[src/rtl/uart_pkg.sv]
// Shared UART definitions: receiver FSM states, data width and baud divider helper.
package uart_pkg;

   localparam int unsigned DATA_BITS = 8;

   typedef enum logic [2:0] {
      IDLE,
      START,
      DATA,
      PARITY,
      STOP,
      WAIT_IDLE
   } rx_state_t;

   function automatic int unsigned baud_div(input int unsigned clk, input int unsigned baud,
                                            input int unsigned os);
      return clk / (baud * os);
   endfunction

endpackage

[src/rtl/uart_baud_tick_gen.sv]
// Oversample tick generator: counts DIV-1 down to 0 and emits a 1-cycle tick at 0.
module uart_baud_tick_gen #(
   parameter int unsigned DIV = 54
) (
   input  logic system_clock,
   input  logic cpu_rst_n,
   input  logic restart,
   output logic tick
);

   localparam int unsigned CW = (DIV > 1) ? $clog2(DIV) : 1;

   logic [CW-1:0] cnt_q;

   always_ff @(posedge system_clock or negedge cpu_rst_n) begin
      if (!cpu_rst_n) begin
         cnt_q <= CW'(DIV - 1);
      end else if (restart || (cnt_q == '0)) begin
         cnt_q <= CW'(DIV - 1);
      end else begin
         cnt_q <= cnt_q - 1'b1;
      end
   end

   assign tick = (cnt_q == '0);

endmodule

[src/rtl/uart_rx_controller.sv]
// Oversampling UART receiver with byte pairing into 16-bit display words.
// Optional even parity bit when UART_RX_PARITY_EN is defined.
module uart_rx_controller
   import uart_pkg::*;
#(
   parameter int unsigned CLK_FREQ_HZ  = 100_000_000,
   parameter int unsigned BAUD_RATE    = 115200,
   parameter int unsigned OVERSAMPLE   = 16,
   parameter int unsigned IDLE_TO_BITS = 20
) (
   input  logic        system_clock,
   input  logic        cpu_rst_n,
   input  logic        uart_rxd,
   output logic [7:0]  rx_data,
   output logic        rx_valid,
   output logic        rx_frame_err,
   output logic        rx_parity_err,
   output logic [15:0] display_value,
   output logic        display_update
);

   localparam int unsigned DIV = baud_div(CLK_FREQ_HZ, BAUD_RATE, OVERSAMPLE);
   localparam int unsigned SW  = $clog2(OVERSAMPLE);
   localparam int unsigned IW  = $clog2(IDLE_TO_BITS + 1);
   localparam logic [SW-1:0] MID  = SW'(OVERSAMPLE / 2 - 1);
   localparam logic [SW-1:0] LAST = SW'(OVERSAMPLE - 1);

   rx_state_t state_q, state_d;

   logic          sync1_q, rxd_s, rxd_prev_q;
   logic          tick, restart, start_edge, sample_point, bit_boundary, timeout;
   logic [SW-1:0] sample_cnt_q;
   logic [2:0]    bit_cnt_q;
   logic [7:0]    shift_q, hi_q;
   logic [IW-1:0] idle_bits_q;
   logic          ptr_q;
   logic          data_smp, stop_smp, good_byte, frame_err, parity_fail, par_bad;

   always_ff @(posedge system_clock or negedge cpu_rst_n) begin
      if (!cpu_rst_n) begin
         sync1_q    <= 1'b1;
         rxd_s      <= 1'b1;
         rxd_prev_q <= 1'b1;
      end else begin
         sync1_q    <= uart_rxd;
         rxd_s      <= sync1_q;
         rxd_prev_q <= rxd_s;
      end
   end

   assign start_edge = rxd_prev_q & ~rxd_s;
   assign restart    = (state_q == IDLE) && start_edge;

   uart_baud_tick_gen #(
      .DIV (DIV)
   ) u_tick (
      .system_clock (system_clock),
      .cpu_rst_n    (cpu_rst_n),
      .restart      (restart),
      .tick         (tick)
   );

   // Mid-start sample re-phases the sample counter so later samples land mid-bit.
   always_comb begin
      sample_point = 1'b0;
      if (tick) begin
         unique case (state_q)
            START:                 sample_point = (sample_cnt_q == MID);
            DATA, PARITY, STOP:    sample_point = (sample_cnt_q == LAST);
            default:               sample_point = 1'b0;
         endcase
      end
   end

   assign bit_boundary = (state_q == IDLE) && tick && (sample_cnt_q == LAST);
   assign timeout      = (state_q == IDLE) &&
                         ((idle_bits_q == IW'(IDLE_TO_BITS)) ||
                          (bit_boundary && (idle_bits_q == IW'(IDLE_TO_BITS - 1))));

   // State register
   always_ff @(posedge system_clock or negedge cpu_rst_n) begin
      if (!cpu_rst_n) begin
         state_q <= IDLE;
      end else begin
         state_q <= state_d;
      end
   end

   // Next-state logic
   always_comb begin
      state_d = state_q;
      unique case (state_q)
         IDLE:      if (start_edge) state_d = START;
         START:     if (sample_point) state_d = rxd_s ? IDLE : DATA;
         DATA: begin
            if (sample_point && (bit_cnt_q == 3'(DATA_BITS - 1))) begin
`ifdef UART_RX_PARITY_EN
               state_d = PARITY;
`else
               state_d = STOP;
`endif
            end
         end
         PARITY:    if (sample_point) state_d = STOP;
         STOP:      if (sample_point) state_d = rxd_s ? IDLE : WAIT_IDLE;
         WAIT_IDLE: if (rxd_s) state_d = IDLE;
         default:   state_d = IDLE;
      endcase
   end

   // Output/control decode
   always_comb begin
      data_smp    = 1'b0;
      stop_smp    = 1'b0;
      unique case (state_q)
         DATA:    data_smp = sample_point;
         STOP:    stop_smp = sample_point;
         default: ;
      endcase
      frame_err   = stop_smp & ~rxd_s;
      parity_fail = stop_smp & rxd_s & par_bad;
      good_byte   = stop_smp & rxd_s & ~par_bad;
   end

`ifdef UART_RX_PARITY_EN
   logic par_bit_q;
   logic parity_err_q;

   always_ff @(posedge system_clock or negedge cpu_rst_n) begin
      if (!cpu_rst_n) begin
         par_bit_q    <= 1'b0;
         parity_err_q <= 1'b0;
      end else begin
         if ((state_q == PARITY) && sample_point) par_bit_q <= rxd_s;
         parity_err_q <= parity_fail;
      end
   end

   assign par_bad       = ^{shift_q, par_bit_q};
   assign rx_parity_err = parity_err_q;
`else
   assign par_bad       = 1'b0;
   assign rx_parity_err = 1'b0;
`endif

   always_ff @(posedge system_clock or negedge cpu_rst_n) begin
      if (!cpu_rst_n) begin
         sample_cnt_q <= '0;
         bit_cnt_q    <= '0;
         shift_q      <= '0;
         idle_bits_q  <= '0;
      end else begin
         if (restart) begin
            sample_cnt_q <= '0;
         end else if (tick) begin
            sample_cnt_q <= (sample_point || (sample_cnt_q == LAST)) ? '0 : sample_cnt_q + 1'b1;
         end

         if (state_q == START) begin
            bit_cnt_q <= '0;
         end else if (data_smp) begin
            bit_cnt_q <= bit_cnt_q + 1'b1;
         end

         if (data_smp) shift_q <= {rxd_s, shift_q[7:1]};

         if ((state_q != IDLE) || restart) begin
            idle_bits_q <= '0;
         end else if (bit_boundary && (idle_bits_q != IW'(IDLE_TO_BITS))) begin
            idle_bits_q <= idle_bits_q + 1'b1;
         end
      end
   end

   always_ff @(posedge system_clock or negedge cpu_rst_n) begin
      if (!cpu_rst_n) begin
         rx_data        <= '0;
         rx_valid       <= 1'b0;
         rx_frame_err   <= 1'b0;
         display_value  <= '0;
         display_update <= 1'b0;
         hi_q           <= '0;
         ptr_q          <= 1'b0;
      end else begin
         rx_valid       <= good_byte;
         rx_frame_err   <= frame_err;
         display_update <= good_byte & ptr_q;
         if (frame_err || parity_fail || timeout) begin
            ptr_q <= 1'b0;
         end else if (good_byte) begin
            rx_data <= shift_q;
            ptr_q   <= ~ptr_q;
            if (!ptr_q) hi_q <= shift_q;
            else        display_value <= {hi_q, shift_q};
         end
      end
   end

endmodule

[config.mk]
export PLATFORM = sky130hd
export DESIGN_NAME = uart_rx_controller
export DESIGN_NICKNAME = d
export VERILOG_FILES = /design/src/rtl/uart_pkg.sv /design/src/rtl/uart_baud_tick_gen.sv /design/src/rtl/uart_rx_controller.sv
export SDC_FILE = /design/constraint.sdc
export NUM_CORES = 1
export LEC_CHECK = 0
export ABC_CLOCK_PERIOD_IN_PS = 3450
export CAP_MARGIN = 25
export CORE_MARGIN = 10
export CORE_UTILIZATION = 32
export CTS_CLUSTER_SIZE = 25
export DETAILED_ROUTE_END_ITERATION = 7
export PLACE_DENSITY_LB_ADDON = 0.08
export SYNTH_ARGS = -nofsm -noshare
export SYNTH_HDL_FRONTEND = slang
export SYNTH_SLANG_ARGS = --single-unit
[constraint.sdc]
create_clock -name system_clock -period 3.45 [get_ports system_clock]
set_input_delay 0.69 -clock system_clock [delete_from_list [all_inputs] [get_ports system_clock]]
set_output_delay 0.69 -clock system_clock [all_outputs]
set_load 0.01 [all_outputs]
; After elaboration in Yosys (flattened, before gate mapping)
; Cells that the tools add are included.
[totals]
regBits = 68
latch_bits = 0
mem_bits_rw = 0
romBits = 0
input_bits = 3
wordCells = 91
n_memories = 0
[op_classes]
add_sub_neg = 4
multipliers = 0
div = 0
order_cmp = 0
n_eq_ne = 17
shifts = 0
muxes = 23
n_bitwise = 7
reduce_logical = 24
[ops]
columns = cell, n
row1 = 2-to-1 mux 3 bit, 9
row2 = one-hot mux 3 bit (6 select lines), 1
row3 = 2-to-1 mux 4 bit, 3
row4 = "inequality test 2 bit, second input constant", 6
row5 = "== test 5 bit, second input constant", 2
row6 = 2-to-1 mux 5 bit, 2
row7 = "== test 3 bit, second input constant", 3
row8 = nonzero test 2 bit, 4
row9 = logical AND 1 bit, 7
row10 = "== test 3 x 2 -> 1 bit, second input constant", 2
row11 = zero test 6 bit, 1
row12 = 2-to-1 mux 6 bit, 1
row13 = AND reduction 3 bit, 2
row14 = AND reduction 6 bit, 1
row15 = "subtractor 6 x 1 -> 6 bit, second input constant", 1
row16 = "adder 5 x 1 -> 5 bit, second input constant", 1
row17 = logical OR 1 bit, 5
row18 = 2-to-1 mux 1 bit, 5
row19 = "inequality test 5 bit, second input constant", 1
row20 = "adder 4 x 1 -> 4 bit, second input constant", 1
row21 = AND 1 bit, 4
row22 = "== test 4 x 3 -> 1 bit, second input constant", 1
row23 = "== test 4 bit, second input constant", 1
row24 = "adder 3 x 1 -> 3 bit, second input constant", 1
row25 = 8 further kinds, 10

; Longest topological paths before layout
[depth]
word_depth = 9
depth_mapped = 8
depth_no_buf = 6

; By module
; A second synthesis with hierarchy kept.
[hier_totals]
hier_cells = 240
hier_area_um2 = 3115.5
[modules_own_cells]
columns = module, n_inst, cells_per_inst, area_per_inst_um2
row1 = uart_rx_controller, 1, 214, 2824.0
row2 = uart_baud_tick_gen, 1, 26, 291.5

; Worst setup path after synthesis
; Ideal clock, no wire load.
[synth_timing]
path_type = flip-flop to flip-flop
start = register u_tick.cnt_q[1]
end = register display_value[0]
setup_time_ns = 0.125
t_arrival_ns = 2.223
required_time_ns = 3.325
slack_ns = 1.101
stages_incl_launch_ff = 9
n_path_buf = 2
synth_period_minus_slack_ns = 2.349
cell_sequence = dfrtp_1 > inv_1 > ha_1 > or4b_1 > buf_4 > nor4_4 > nand3_4 > buf_6 > mux2_4
[synth_between]
elab_chain_len = 9
word_cells_on_any_way = 13
cone_classes = mux (2) / bitwise (3) / reduce/logical (8)
[synth_lines]
columns = element, line_no
row1 = "start, declared", uart_baud_tick_gen.sv:13  ; logic [CW-1:0] cnt_q;
row2 = "start signal, assigned", uart_baud_tick_gen.sv:17  ; cnt_q <= CW'(DIV - 1);
row3 = "start signal, assigned", uart_baud_tick_gen.sv:19  ; cnt_q <= CW'(DIV - 1);
row4 = "start signal, assigned", uart_baud_tick_gen.sv:21  ; cnt_q <= cnt_q - 1'b1;
row5 = zero test 6 bit (*), uart_baud_tick_gen.sv:25  ; assign tick = (cnt_q == '0);
row6 = logical AND 1 bit (2 in series), uart_rx_controller.sv:75  ; assign bit_boundary = (state_q == IDLE) && tick && (sample_cnt_q == LAST);
row7 = logical AND 1 bit, uart_rx_controller.sv:78  ; (bit_boundary && (idle_bits_q == IW'(IDLE_TO_BITS - 1))));
row8 = logical OR 1 bit, uart_rx_controller.sv:77  ; ((idle_bits_q == IW'(IDLE_TO_BITS)) ||
row9 = logical AND 1 bit, uart_rx_controller.sv:76  ; assign timeout = (state_q == IDLE) &&
row10 = logical OR 1 bit, uart_rx_controller.sv:188  ; if (frame_err || parity_fail || timeout) begin
row11 = inverter 1 bit (no source line), -
row12 = AND reduction 3 bit (no source line) (*), -
row13 = "end signal, assigned", uart_rx_controller.sv:194  ; else display_value <= {hi_q, shift_q};
row14 = "end, declared", uart_rx_controller.sv:18  ; output logic [15:0] display_value,
; Mark *: on every way between the ends. The rest lies on a longest branch, timed or not.
; A chain may end at the register's enable or synchronous reset.

; Final worst setup path
[layout_timing]
start = register u_tick.cnt_q[0]
end = register display_value[15]
; The elaborated chain is that of the path after synthesis.

==> impl_metrics.toml <==
[floorplan]
die_h_microns = 117
initial_utilization_pct = 32.8
fp.coreArea_sq_mm = 0.00920
ios = 31
num_rows = 35
dieArea_sq_mm = 0.0137
dieWidth_microns = 117

[cts]
cts_buffers = 9
cts_tree = "done"
htree_levels = 3
path_clk_slew_ns = 0.07
clockBufferDepth = 2
cts.sinks = 68
cts_root_buffer = "clkbuf_8"
cts_hold_buf = 0
insertion_delay_ns = 0.34
postCtsSetupRepairBufs = 0
cts_resized = 0

[timing]
rsz0062_at_grt = "no"
final_hold_viol_count = 0
finalSetupViolCount = 0
max_slew_margin_pct = 63.3
fmaxAchievable_mhz = 371
fin_skew_ns = 0.00936
drv_slew = 0
fin_crit_ns = 2.69
period_share_pct = 78.0
setup_tns_ns = 0
tightest_slew_ns = 0.547

[finish]
antenna_cells = 0
area_growth_pct = 19.5
drive_above_1_share_pct = 26.6
final_nets = 279
num-fill-cells = 911
post-route-util_pct = 39.2

[job]
maxCapViolations = 0

[placement]
globalplace.congestion = 0.755
hpwl_microns = 4190
numPortBuffers = 29

[yosys]
synth_edf_count = 0
avgSynthCellArea_sq_um = 12.7
synth_ff_type = "dfrtp_1"
ys_ff_latch = 68
synth_nets = 246
async_flop_share_pct = 100
synth_area_sq_mm = 0.00301
yosysUniqueCellTypes = 44
synth_warnings = 0
syn_inst = 237
ys_seq_area_share_pct = 56.8

[setup_path]
worst_setup_path_start_kind = "flop"
end_kind = "flop"
crit_type = "flop to flop"
cp.arrival_ns = 2.91
cp.required_ns = 3.67
cp_max_fo = 16
reg2reg_slack_ns = 0.76

[grt]
grt_pass1_vias = 1911
grt_pass1_wl_microns = 10100
globalRouteOverflowTotal = 0
grt_max_degree = 25
grt_antenna_before_repair = 0
grt_use_total_pct = 9.54

[route]
drtPass1Iterations = 4
routed_wl_microns = 6090
drc = 0
drt_iter0_markers = 94
drtAntennaViolNets = 0
drt-vias-per-instance = 4.98
wl_per_cell_microns = 15.8
num_vias = 1918

[power_and_ir_drop]
peakVddDrop_mv = 0.213
p_leak_nw = 1.63
p_per_area_mw_per_mm2 = 480

[hold_path]
hp-class = "primary input to asynchronous set/reset pin"

[run_status]
outcome = "finished clean"
==> critical path, stage by stage, from the launching register on <==
cell and delay [ns]:
dfstp_2 0.38, inv_1 0.05, ha_1 0.16, or4b_1 0.64
nor4_4 0.59, nand3_4 0.35, mux2_4 0.40
==> metrics by stage <==
stage	power, W	cells	setup slack [ns]	hold WS (ns)	area [sq um]
2_1_floorplan	0.00105	237	1.10	0.345	3010
3_3_place_gp	0.00111	370	0.821	0.348	3410
3_5_place_dp	0.00111	370	0.762	0.347	3410
4_1_cts	0.00176	385	0.713	0.347	3600
5_1_grt	0.00183	385	0.571	0.352	3600
6_report	0.00173	385	0.757	0.327	3600
==> layout by cell type (no fill, tap or decap), drive strengths merged, types with 5 or more instances in the layout <==
master	synthesis	final
a21oi	9	9
clkbuf	5	9
clkdlybuf4s50	0	28
dfrtp	61	61
dfstp	7	7
ha	6	6
inv	7	7
mux2	40	40
nand2	10	10
nand2b	5	5
nand3	11	11
nor2	9	9
nor3	7	7
o21ai	9	9
==> final timing paths <==
check,from,endpoint,depth (start not counted)
setup / recovery,u_tick.cnt_q[0]$_DFF_PN1_,display_value[15]$_DFFE_PN0P_,6
hold / removal,cpu_rst_n,idle_bits_q[1]$_DFFE_PN0P_,1
setup reg to reg,u_tick.cnt_q[0]$_DFF_PN1_,display_value[15]$_DFFE_PN0P_,6
hold reg to reg,sync1_q$_DFF_PN1_,rxd_s$_DFF_PN1_,0
max in group asynchronous,cpu_rst_n,rxd_prev_q$_DFF_PN1_,2
min in group system_clock,sync1_q$_DFF_PN1_,rxd_s$_DFF_PN1_,0
==> synth_stat cells (all sizes together), types with 2 or more instances <==
master,n,area (sq um)
a21oi,9,45.0
a22o,2,17.5
and2,3,18.8
buf,5,36.3
clkbuf,5,18.8
dfrtp,61,1530
dfstp,7,184
ha,6,75.1
inv,7,26.3
mux2,40,488
nand2,10,40.0
nand2b,5,31.3
nand3,11,67.6
nand3b,3,26.3
nand4,2,12.5
nand4b,2,17.5
nor2,9,33.8
nor2b,3,18.8
nor3,7,35.0
nor3b,2,15.0
nor4,4,40.0
o21ai,9,45.0
o31ai,4,30.0
or3,4,25.0
or4,2,15.0
xnor2,3,26.3
xor2,2,17.5
==> cell type report <==
class | instances | area (sq um) | area share, %
multi-input combinational | 152 | 1230 | 34.1
clock buffer | 9 | 124 | 3.44
timing repair buffer | 32 | 308 | 8.55
inverter | 7 | 26.3 | 0.730
tap | 111 | 139 | 3.86
sequential | 68 | 1710 | 47.5
clock inverter | 6 | 66.3 | 1.84
==> cell families after synthesis <==
kind of cell,after synthesis,share of synthesized area (%)
other,1,0.124
and+or+nand+nor,71,14.2
buffers and inverters,17,2.70
xor gates and xnor gates,5,1.45
AOI/OAI and AO/OA,28,5.73
DFF,68,56.8
adders and majority gates,6,2.49
muxes,41,16.5
==> metal layers <==
layer,GRT usage [%],routed length (microns),share of wire [%],vias up
met5,0,0,0,-
met4,2.72,59,0.97,0
met3,3.77,337,5.5,5
met2,13.8,2780,46,34
met1,12.9,2910,48,972
li1,-,-,-,907
==> sequential cells by signal (all words and copies together), names as in the netlist, 3 cells and up <==
register and count:
display_value 16, hi_q 8, rx_data 8, shift_q 8, u_tick.cnt_q 6, idle_bits_q 5
sample_cnt_q 4, bit_cnt_q 3, state_q 3
==> power by group <==
group	internal, W	total (W)	switching, W
clock network	0.000329	0.000639	0.000310
registers	0.000866	0.000925	0.0000588
logic	0.0000704	0.000165	0.0000941
total	0.00127	0.00173	0.000463
Note: power is estimated with default switching activity, not from simulation.
